## config.mk

```make
export PLATFORM = sky130hd
export DESIGN_NAME = uart_tx_serializer
export DESIGN_NICKNAME = d
export VERILOG_FILES = /design/src/rtl/uart_pkg.sv /design/src/rtl/uart_byte_fifo.sv /design/src/rtl/uart_tx_serializer.sv
export SDC_FILE = /design/constraint.sdc
export NUM_CORES = 1
export LEC_CHECK = 0
export CAP_MARGIN = 20
export CORE_UTILIZATION = 30
export CTS_BUF_LIST = sky130_fd_sc_hd__clkbuf_2
export DETAILED_ROUTE_END_ITERATION = 8
export GPL_ROUTABILITY_DRIVEN = 0
export SYNTH_ARGS = -nofsm -noshare
export SYNTH_HDL_FRONTEND = slang
export SYNTH_SLANG_ARGS = --single-unit
```

## constraint.sdc

```tcl
create_clock -name SYSCLK -period 2.06 [get_ports SYSCLK]
set_input_delay 0.309 -clock SYSCLK [delete_from_list [all_inputs] [get_ports SYSCLK]]
set_output_delay 0.309 -clock SYSCLK [all_outputs]
set_load 0.005 [all_outputs]
```

## src/rtl/uart_pkg.sv

```systemverilog
// Shared UART definitions: frame state encoding, frame constants and sizing helpers.
// The PARITY state is only reachable when UART_TX_PARITY_EN is defined.
package uart_pkg;

  typedef enum logic [2:0] {
    IDLE   = 3'd0,
    START  = 3'd1,
    DATA   = 3'd2,
    PARITY = 3'd3,
    STOP   = 3'd4
  } uart_state_e;

  localparam int UART_DATA_W    = 8;
  localparam int UART_STOP_BITS = 1;

  function automatic int uart_clog2(input int value);
    int result;
    result = 0;
    while ((1 << result) < value) result++;
    return result;
  endfunction

  // Cycles from the start-bit edge to the end of the stop bit.
  function automatic int uart_frame_len(input int baud_div, input bit parity_en);
    return baud_div * (1 + UART_DATA_W + (parity_en ? 1 : 0) + UART_STOP_BITS);
  endfunction

endpackage

```

## src/rtl/uart_byte_fifo.sv

```systemverilog
// Synchronous byte FIFO with wrap-around pointers and an occupancy count.
// Shared between the UART transmitter and the planned receiver.
module uart_byte_fifo
  import uart_pkg::*;
#(
  parameter int DEPTH = 4,
  parameter int WIDTH = UART_DATA_W
) (
  input  logic                      clk,
  input  logic                      rst_n,
  input  logic                      push,
  input  logic [WIDTH-1:0]          wdata,
  input  logic                      pop,
  output logic [WIDTH-1:0]          rdata,
  output logic [uart_clog2(DEPTH):0] count,
  output logic                      full,
  output logic                      empty
);

  localparam int PTR_W = uart_clog2(DEPTH);
  localparam int CNT_W = PTR_W + 1;

  logic [PTR_W-1:0] wr_ptr_q, wr_ptr_d;
  logic [PTR_W-1:0] rd_ptr_q, rd_ptr_d;
  logic [CNT_W-1:0] count_q, count_d;
  logic [WIDTH-1:0] mem_q [DEPTH];
  logic             do_push;
  logic             do_pop;

  assign full    = (count_q == CNT_W'(DEPTH));
  assign empty   = (count_q == '0);
  assign do_push = push && !full;
  assign do_pop  = pop && !empty;
  assign rdata   = mem_q[rd_ptr_q];
  assign count   = count_q;

  // DEPTH is a power of two, so the pointers wrap by plain overflow.
  always_comb begin
    wr_ptr_d = wr_ptr_q;
    rd_ptr_d = rd_ptr_q;
    count_d  = count_q;
    if (do_push) wr_ptr_d = wr_ptr_q + PTR_W'(1);
    if (do_pop)  rd_ptr_d = rd_ptr_q + PTR_W'(1);
    case ({do_push, do_pop})
      2'b10:   count_d = count_q + CNT_W'(1);
      2'b01:   count_d = count_q - CNT_W'(1);
      default: count_d = count_q;
    endcase
  end

  always_ff @(posedge clk) begin
    if (!rst_n) begin
      wr_ptr_q <= '0;
      rd_ptr_q <= '0;
      count_q  <= '0;
    end else begin
      wr_ptr_q <= wr_ptr_d;
      rd_ptr_q <= rd_ptr_d;
      count_q  <= count_d;
    end
  end

  always_ff @(posedge clk) begin
    if (do_push) mem_q[wr_ptr_q] <= wdata;
  end

endmodule

```

## src/rtl/uart_tx_serializer.sv

```systemverilog
// UART transmitter: byte FIFO feeding an 8N1 serialiser (8E1 when UART_TX_PARITY_EN is defined).
// TX is registered and idles high; consecutive frames are sent with no idle gap.
module uart_tx_serializer
  import uart_pkg::*;
#(
  parameter int BAUD_DIV   = 87,
  parameter int FIFO_DEPTH = 4
) (
  input  logic                           SYSCLK,
  input  logic                           NSYSRESET,
  input  logic [7:0]                     TX_DATA,
  input  logic                           TX_VALID,
  output logic                           TX_READY,
  output logic                           TX,
  output logic                           BUSY,
  output logic [uart_clog2(FIFO_DEPTH):0] FIFO_COUNT
);

  localparam int              CNT_W     = uart_clog2(BAUD_DIV);
  localparam logic [CNT_W-1:0] BAUD_LAST = CNT_W'(BAUD_DIV - 1);
  localparam logic [2:0]       LAST_BIT  = 3'(UART_DATA_W - 1);

  uart_state_e      state_q, state_d;
  logic [CNT_W-1:0] baud_cnt_q, baud_cnt_d;
  logic [2:0]       bit_cnt_q, bit_cnt_d;
  logic [7:0]       shift_q, shift_d;
  logic             tx_q, tx_d;
`ifdef UART_TX_PARITY_EN
  logic             parity_q, parity_d;
`endif

  logic                            fifo_push;
  logic                            fifo_pop;
  logic [7:0]                      fifo_rdata;
  logic                            fifo_full;
  logic                            fifo_empty;
  logic [uart_clog2(FIFO_DEPTH):0] fifo_count;
  logic                            bit_done;

  assign TX_READY   = !fifo_full && NSYSRESET;
  assign fifo_push  = TX_VALID && TX_READY;
  assign bit_done   = (baud_cnt_q == BAUD_LAST);
  assign TX         = tx_q;
  assign FIFO_COUNT = fifo_count;
  assign BUSY       = (state_q != IDLE) || (fifo_count != '0);

  uart_byte_fifo #(
    .DEPTH (FIFO_DEPTH),
    .WIDTH (UART_DATA_W)
  ) u_fifo (
    .clk   (SYSCLK),
    .rst_n (NSYSRESET),
    .push  (fifo_push),
    .wdata (TX_DATA),
    .pop   (fifo_pop),
    .rdata (fifo_rdata),
    .count (fifo_count),
    .full  (fifo_full),
    .empty (fifo_empty)
  );

  always_comb begin
    state_d    = state_q;
    baud_cnt_d = baud_cnt_q;
    bit_cnt_d  = bit_cnt_q;
    shift_d    = shift_q;
    tx_d       = tx_q;
    fifo_pop   = 1'b0;
`ifdef UART_TX_PARITY_EN
    parity_d   = parity_q;
`endif

    if (state_q != IDLE) baud_cnt_d = bit_done ? '0 : baud_cnt_q + CNT_W'(1);

    case (state_q)
      IDLE: begin
        baud_cnt_d = '0;
        tx_d       = 1'b1;
        if (!fifo_empty) begin
          fifo_pop = 1'b1;
          shift_d  = fifo_rdata;
`ifdef UART_TX_PARITY_EN
          parity_d = ^fifo_rdata;
`endif
          tx_d     = 1'b0;
          state_d  = START;
        end
      end
      START: begin
        if (bit_done) begin
          state_d   = DATA;
          bit_cnt_d = '0;
          tx_d      = shift_q[0];
          shift_d   = {1'b0, shift_q[7:1]};
        end
      end
      DATA: begin
        if (bit_done) begin
          if (bit_cnt_q == LAST_BIT) begin
`ifdef UART_TX_PARITY_EN
            state_d = PARITY;
            tx_d    = parity_q;
`else
            state_d = STOP;
            tx_d    = 1'b1;
`endif
          end else begin
            bit_cnt_d = bit_cnt_q + 3'd1;
            tx_d      = shift_q[0];
            shift_d   = {1'b0, shift_q[7:1]};
          end
        end
      end
`ifdef UART_TX_PARITY_EN
      PARITY: begin
        if (bit_done) begin
          state_d = STOP;
          tx_d    = 1'b1;
        end
      end
`endif
      STOP: begin
        // A queued byte goes straight into its start bit, keeping frames back to back.
        if (bit_done) begin
          if (!fifo_empty) begin
            fifo_pop = 1'b1;
            shift_d  = fifo_rdata;
`ifdef UART_TX_PARITY_EN
            parity_d = ^fifo_rdata;
`endif
            tx_d     = 1'b0;
            state_d  = START;
          end else begin
            tx_d    = 1'b1;
            state_d = IDLE;
          end
        end
      end
      default: begin
        tx_d    = 1'b1;
        state_d = IDLE;
      end
    endcase
  end

  always_ff @(posedge SYSCLK) begin
    if (!NSYSRESET) begin
      state_q    <= IDLE;
      baud_cnt_q <= '0;
      bit_cnt_q  <= '0;
      shift_q    <= '0;
      tx_q       <= 1'b1;
`ifdef UART_TX_PARITY_EN
      parity_q   <= 1'b0;
`endif
    end else begin
      state_q    <= state_d;
      baud_cnt_q <= baud_cnt_d;
      bit_cnt_q  <= bit_cnt_d;
      shift_q    <= shift_d;
      tx_q       <= tx_d;
`ifdef UART_TX_PARITY_EN
      parity_q   <= parity_d;
`endif
    end
  end

endmodule

```

==> impl_results.md, run 1 <==
* Min-delay worst type: in -> reg
* Largest stage delay, worst path at 0.37 ns
* Initial Utilization at 31.4%
* Hold Buf Count CTS at 0
* Crit-path cells: inv_2, ha_4, and2b_2, nand2_4, a21oi_4, ha_4, inv_2, fa_2, xor2_1, or3_1, a21oi_2
* Yosys reg bits at 63
* Die footprint at 9640 sq um
* DRC Markers at 0
* Critical Path RT at 2.49 ns
* Net Switching at 1.39 mW
* Max_slew headroom at 72.7%
* CP Buf/Inv Count at 2
* Seq pwr share at 37.6%
* Multi-input combinational cell area at 1150 sq um
* Clock slew at reported path FFs at 0.21 ns
* Total clock sinks at 63
* Die W at 98.2 microns
* Vias in the first global route at 1732
* Clock share of power at 21.4%
* Mapped Cells at 208
* Worst-Margin Slew at 0.409 ns
* Ys Warns at 0
* Post-DP HPWL at 3.32 mm
* DRT Pass-1 Iters at 4
* Fillers at 854
* WL final at 4.92 mm
* Final setup skew at 0.0262 ns
* Post-synth ARST share at 0%
* Layout Nets at 287
* Logic pwr share at 41.0%
* Final period util at 106%
* Total CTS buffers at 9
* P_int at 2.84 mW
* Slew Viols, Final at 0
* Longest Clk Path Bufs at 2
* H-tree depth at 3
* First-pass GRT wire length at 8.11 mm
* Net Sw Frac at 32.8%
* Setup TNS at -0.119 ns
* RSZ-0062 raised after global routing: yes
* Die Height at 98.2 microns
* Tmin final at 2.18 ns
* CTS tree: built
* Core Region at 8850 sq um
* FMAX at 459 MHz
* Crit. path cell count at 11
* Setup ws final at -0.119 ns
* Number of enable flip-flop cells after synthesis at 32
* DR vias/cell at 4.60
* IO buf count at 16
* Number of vias in the routed layout at 1744
* Final hold vios at 0
* GR Overflow Total at 0
* Max stage delay cell, worst path: dfxtp_2
* Lkg Pwr at 1.31 nW
* Share of cells above drive strength 1 at 37.3%
* Status: complete, but fails checks
* Detail Route Antenna Nets at 0
* # diodes at 0
* Crit Path Max Fanout at 2
* MaxCap Viol Count at 0
* Seq/Total Area, Yosys at 57.0%
* Initial antenna violation count at 0
* CP endpoint kind: register
* Post-Syn Area at 2780 sq um
* CP delay by family, top: adder cells
* Core Rows at 34
* Worst-Skew Late Latency at 0.50 ns
* Max rail drop VDD at 0.477 mV
* Register Area at 1590 sq um
* Final setup viols at 1
* Avg Cell Area, Syn at 13.3 sq um
* Hold-critical path depth at 1
* Setup CP Type: reg -> reg
* # IOs at 17
* Initial DRC count at 20
* Worst endpoint data arrival time at 2.61 ns
* Area Overhead vs Synth at 28.0%
* Gr usage total at 11.0%
* Pwr per Cell Area at 1190 nW/um^2
* Total power at 4.23 mW
* Element type at the critical path start: register
* Reg2reg path depth at 11
* Root Driver: clkbuf_2
* Post-DR wirelength/cell at 13.0 microns
* Syn_nets at 229
* Yosys cell types at 48
* Largest net degree at the start of global routing at 22
* Failing checks: setup timing
* Ys flop type: edfxtp_1
## layout make-up
type                       instances  area share [%]
sequential                        63            44.7
multi-input combinational        128            32.4
timing repair buffer              55            14.1
tap                              108            3.80
clock inverter                     7            2.85
clock buffer                       9            1.27
inverter                           9           0.951
## routing by layer
| layer | track usage, % | part of all wire, % |
|---|---|---|
| met1 | 13.2 | 47 |
| met3 | 2.93 | 2.5 |
| met4 | 6.20 | 1.7 |
| met2 | 18.0 | 49 |
| met5 | 0 | 0 |
## sequential cells by signal (all words and copies together), names as in the netlist, 2 cells and up, named ones only
signal	flops
u_fifo.mem_q	32
shift_q	8
baud_cnt_q	7
bit_cnt_q	3
state_q	3
u_fifo.count	3
u_fifo.rd_ptr_q	2
u_fifo.wr_ptr_q	2
## kinds of logic after synthesis
group,Yosys count,synth area share (%)
muxes,18,10.1
xor gates and xnor gates,11,3.47
and+or+nand+nor,64,13.2
DFF,63,57.0
AOI/OAI and AO/OA,25,8.07
buffers and inverters,17,3.34
adders and majority gates,10,4.78
## path summary, 6_finish.rpt
kind,start,endpoint,slack [ns]
hold reg to reg,baud_cnt_q[0],baud_cnt_q[0],0.52
setup / recovery,baud_cnt_q[0],u_fifo.count[2],-0.12
hold / removal,TX_DATA[3],u_fifo.mem_q[0][3],0.42
setup reg to reg,baud_cnt_q[0],u_fifo.count[2],-0.12
## worst register-to-register path: cells and delay by family, from the launching register on
family | cells | cell delay [ns]
adders and majority gates | 3 | 0.63
and+or+nand+nor | 3 | 0.56
DFF | 1 | 0.37
AOI/OAI and AO/OA | 2 | 0.29
xor gates and xnor gates | 1 | 0.16
buffers and inverters | 2 | 0.10
## synth_stat cells, drive strengths merged, types with 3 or more instances
cell type | instances | area [sq um]
a21oi | 6 | 30.0
dfxtp | 31 | 621
xnor2 | 6 | 52.6
xor2 | 5 | 43.8
nor2 | 29 | 119
ha | 9 | 113
and3 | 5 | 32.5
nand2 | 5 | 26.3
a211oi | 8 | 95.1
a22oi | 4 | 35.0
o21ai | 3 | 15.0
inv | 9 | 33.8
mux2i | 9 | 90.1
nor3 | 3 | 15.0
mux4 | 8 | 180
buf | 6 | 51.3
nand3 | 4 | 20.0
and2 | 3 | 21.3
edfxtp | 32 | 961
or3 | 4 | 31.3
## placed cells by master (no fill, tap or decap), drive strengths merged, types with 9 or more instances in the layout
| cell | instances |
|---|---|
| buf | 39 |
| edfxtp | 32 |
| dfxtp | 31 |
| nor2 | 29 |
| clkdlybuf4s50 | 14 |
| inv | 12 |
| clkbuf | 10 |
| mux2i | 9 |
| ha | 9 |
## power groups by stage
stage,clock network [mW],registers (mW),logic [mW]
global route,0.992,1.61,1.91
global placement,0,1.61,1.58
CTS,0.930,1.59,1.68
detailed placement,0,1.61,1.61
finish,0.906,1.59,1.73
floorplan,0,1.58,1.17
## what timing repair did
action,CTS,global route
setup buffers,6,4
resized for setup,14,1
pin swaps,1,1
endpoints found under the setup margin,3,9
## metrics by stage
step | hold WS [ns] | std cells | instance area [sq um] | util [%] | worst slack (ns)
6_report | 0.418 | 379 | 3550 | 40.2 | -0.119
2_1_floorplan | 0.389 | 208 | 2800 | - | -0.00592
4_1_cts | 0.383 | 375 | 3530 | 39.9 | -0.132
5_1_grt | 0.365 | 379 | 3550 | 40.2 | -0.231
3_5_place_dp | 0.500 | 353 | 3310 | 37.4 | -0.356
3_3_place_gp | 0.486 | 353 | 3310 | 37.4 | -0.247
Note: power is estimated with default switching activity, not from simulation.
==> inputs of run 2 (changes only) <==
- ABC_AREA: default -> 0
- CORE_UTILIZATION: 30 -> 40
==> run 2 against run 1 <==
  * Die area is 25% lower
  * Non-clock buffer count fell by 4
  * Largest cell class unchanged
  * The flow still finishes with violations (setup timing)
  * Flip-flop and latch count stayed put
  * Wire length decreased by 1.8%
  * Count of clock-buffer cells in the layout unchanged
  * Setup slack better by 0.062 ns
==> impl_results.md, run 2 (synthesis results as in run 1) <==
* Status: complete, but fails checks
* Failing checks: setup timing
* Crit Path Max Fanout at 2 (unchanged)
* Cell mode on critical path: ha_4
* Dpl cell area at 3280 sq um (-0.72%)
* MaxCap Viol Count at 0 (unchanged)
* GR Overflow Total at 0 (unchanged)
* Pre-CTS setup slack at -0.294 ns (+0.0623 ns)
* CTS tree: built
* Largest register by flop count: u_fifo.mem_q
* Clock slew at reported path FFs at 0.20 ns (about the same)
* Final setup skew at 0.0318 ns (+0.00563 ns)
* Worst-Margin Slew at 0.615 ns (+0.206 ns)
* RSZ-0062 raised after global routing: yes
* DRT Pass-1 Iters at 4 (unchanged)
* Largest regs: u_fifo.mem_q (32), shift_q (8), baud_cnt_q (7)
* FMAX at 472 MHz (+2.9%)
* IO buf count at 16 (unchanged)
* Max_slew headroom at 59.0% (-14 points)
* Min-delay worst type: in -> reg
* Initial antenna violation count at 0 (unchanged)
* Fillers at 574 (-33%)
* Total CTS buffers at 9 (unchanged)
* Max FFs per register at 32 (unchanged)
* Total power at 4.15 mW (-1.8%)
* Vias in the first global route at 1780 (+2.8%)
* Initial Utilization at 42.5% (+11 points)
* Root Driver: clkbuf_2
* Setup ws final at -0.0571 ns (+0.0621 ns)
* Gr usage total at 15.0% (+4.0 points)
* Leading cell types in the layout, fill and taps excluded: edfxtp_1, buf_4, dfxtp_1, nor2_1, clkdlybuf4s50_1
* Total clock sinks at 63 (unchanged)
* CP delay by family, top: adder cells
* CP Buf/Inv Count at 1 (-1)
* Final setup viols at 1 (unchanged)
* H-tree depth at 3 (unchanged)
* Pwr per Cell Area at 1190 nW/um^2 (+0.18%)
* Post-DR wirelength/cell at 14.0 microns (+8.1%)
* First-pass GRT wire length at 8.24 mm (+1.5%)
* Largest net degree at the start of global routing at 22 (unchanged)
* Die footprint at 7280 sq um (-25%)
* Commonest non-fill, non-tap cell in the layout: edfxtp_1
* Slew Viols, Final at 0 (unchanged)
* Detail Route Antenna Nets at 0 (unchanged)
* Critical Path RT at 2.47 ns (-0.02 ns)
* # IOs at 17 (unchanged)
* # diodes at 0 (unchanged)
* Lkg Pwr at 1.29 nW (-1.1%)
* Die Height at 85.3 microns (-13%)
* Setup CP Type: reg -> reg
* Share of cells above drive strength 1 at 36.3% (-0.94 points)
* Longest Clk Path Bufs at 2 (unchanged)
* Worst r2r src: baud_cnt_q[1]
* Final hold vios at 0 (unchanged)
* Die W at 85.3 microns (-13%)
* Area Overhead vs Synth at 25.6%
* Initial DRC count at 57 (+190%)
* Final Instance Area at 3480 sq um (-1.9%)
* Max rail drop VDD at 0.437 mV (-8.6%)
* Final core occ at 53.4% (+13 points)
* Largest stage delay, worst path at 0.41 ns (+0.04 ns)
* DRC Markers at 0 (unchanged)
* WL final at 4.83 mm (-1.8%)
* Tmin final at 2.12 ns (-0.0621 ns)
* Core Region at 6530 sq um (-26%)
* Worst Hold Launch: TX_DATA[4]
* Worst endpoint data arrival time at 2.52 ns (-0.09 ns)
* Number of vias in the routed layout at 1762 (+1.0%)
* Element type at the critical path start: register
* Crit-path cells: ha_4, and2b_2, nand2_4, a21oi_4, ha_4, inv_2, fa_2, xor2_1, or3_1, a21oi_1
* DR vias/cell at 5.12 (+11%)
* Worst-Skew Late Latency at 0.49 ns (about the same)
* Core Rows at 29 (-15%)
* CP endpoint kind: register
* Critical Path Start: baud_cnt_q[1]
* Max stage delay cell, worst path: dfxtp_1
* Layout Nets at 283 (-1.4%)
* Final period util at 103% (-3.0 points)
* Post-DP HPWL at 3.34 mm (+0.72%)
run 2: changes by cell type in the layout (fill, tap and decap cells not counted), moves of 2 or more:
cell / delta
inv_6: -2
clkinv_4: +2
inv_1: -2
inv_2: +2
buf_4: -5
clkinvlp_4: -2
run 2: routing by layer:
metal	vias to the layer above	wire length (microns)	global-route usage [%]
met4	0	84	7.73
met3	9	152	3.89
met2	30	2290	24.0
met5	-	0	0
li1	867	-	-
met1	856	2300	19.0
run 2: where the power goes:
part | internal, mW | switching, mW
Combinational | 0.907 | 0.791
Clock | 0.405 | 0.476
Sequential | 1.48 | 0.0880
run 2: what timing repair did:
action | CTS | global route
setup endpoints to repair | 3 | 11
resized for setup | 5 | 13
setup buffers | 2 | 2
hold buffers | 0 | 0
pin swaps | 1 | 2
run 2: cell type report:
cell class	count	area, sq um	area share [%]
tap	77	96.3	2.76
timing repair buffer	51	474	13.6
clock buffer	9	45.0	1.29
multi-input combinational	128	1150	33.1
clock inverter	7	95.1	2.73
sequential	63	1590	45.5
inverter	9	33.8	0.969
run 2: stage by stage:
step | hold slack [ns] | setup TNS (ns) | std cells
after floorplan | 0.389 | -0.00592 | 208
after global placement | 0.485 | -0.412 | 324
after detailed placement | 0.499 | -0.453 | 324
after CTS | 0.378 | -0.312 | 342
after global routing | 0.392 | -0.209 | 344
final | 0.430 | -0.0571 | 344
run 2: path summary, 6_finish.rpt:
| path | to | slack (ns) | cells after the start |
|---|---|---|---|
| setup / recovery | u_fifo.count[2] | -0.06 | 10 |
| hold reg to reg | baud_cnt_q[0] | 0.53 | 2 |
| hold / removal | u_fifo.mem_q[3][4] | 0.43 | 1 |
| setup reg to reg | u_fifo.count[2] | -0.06 | 10 |
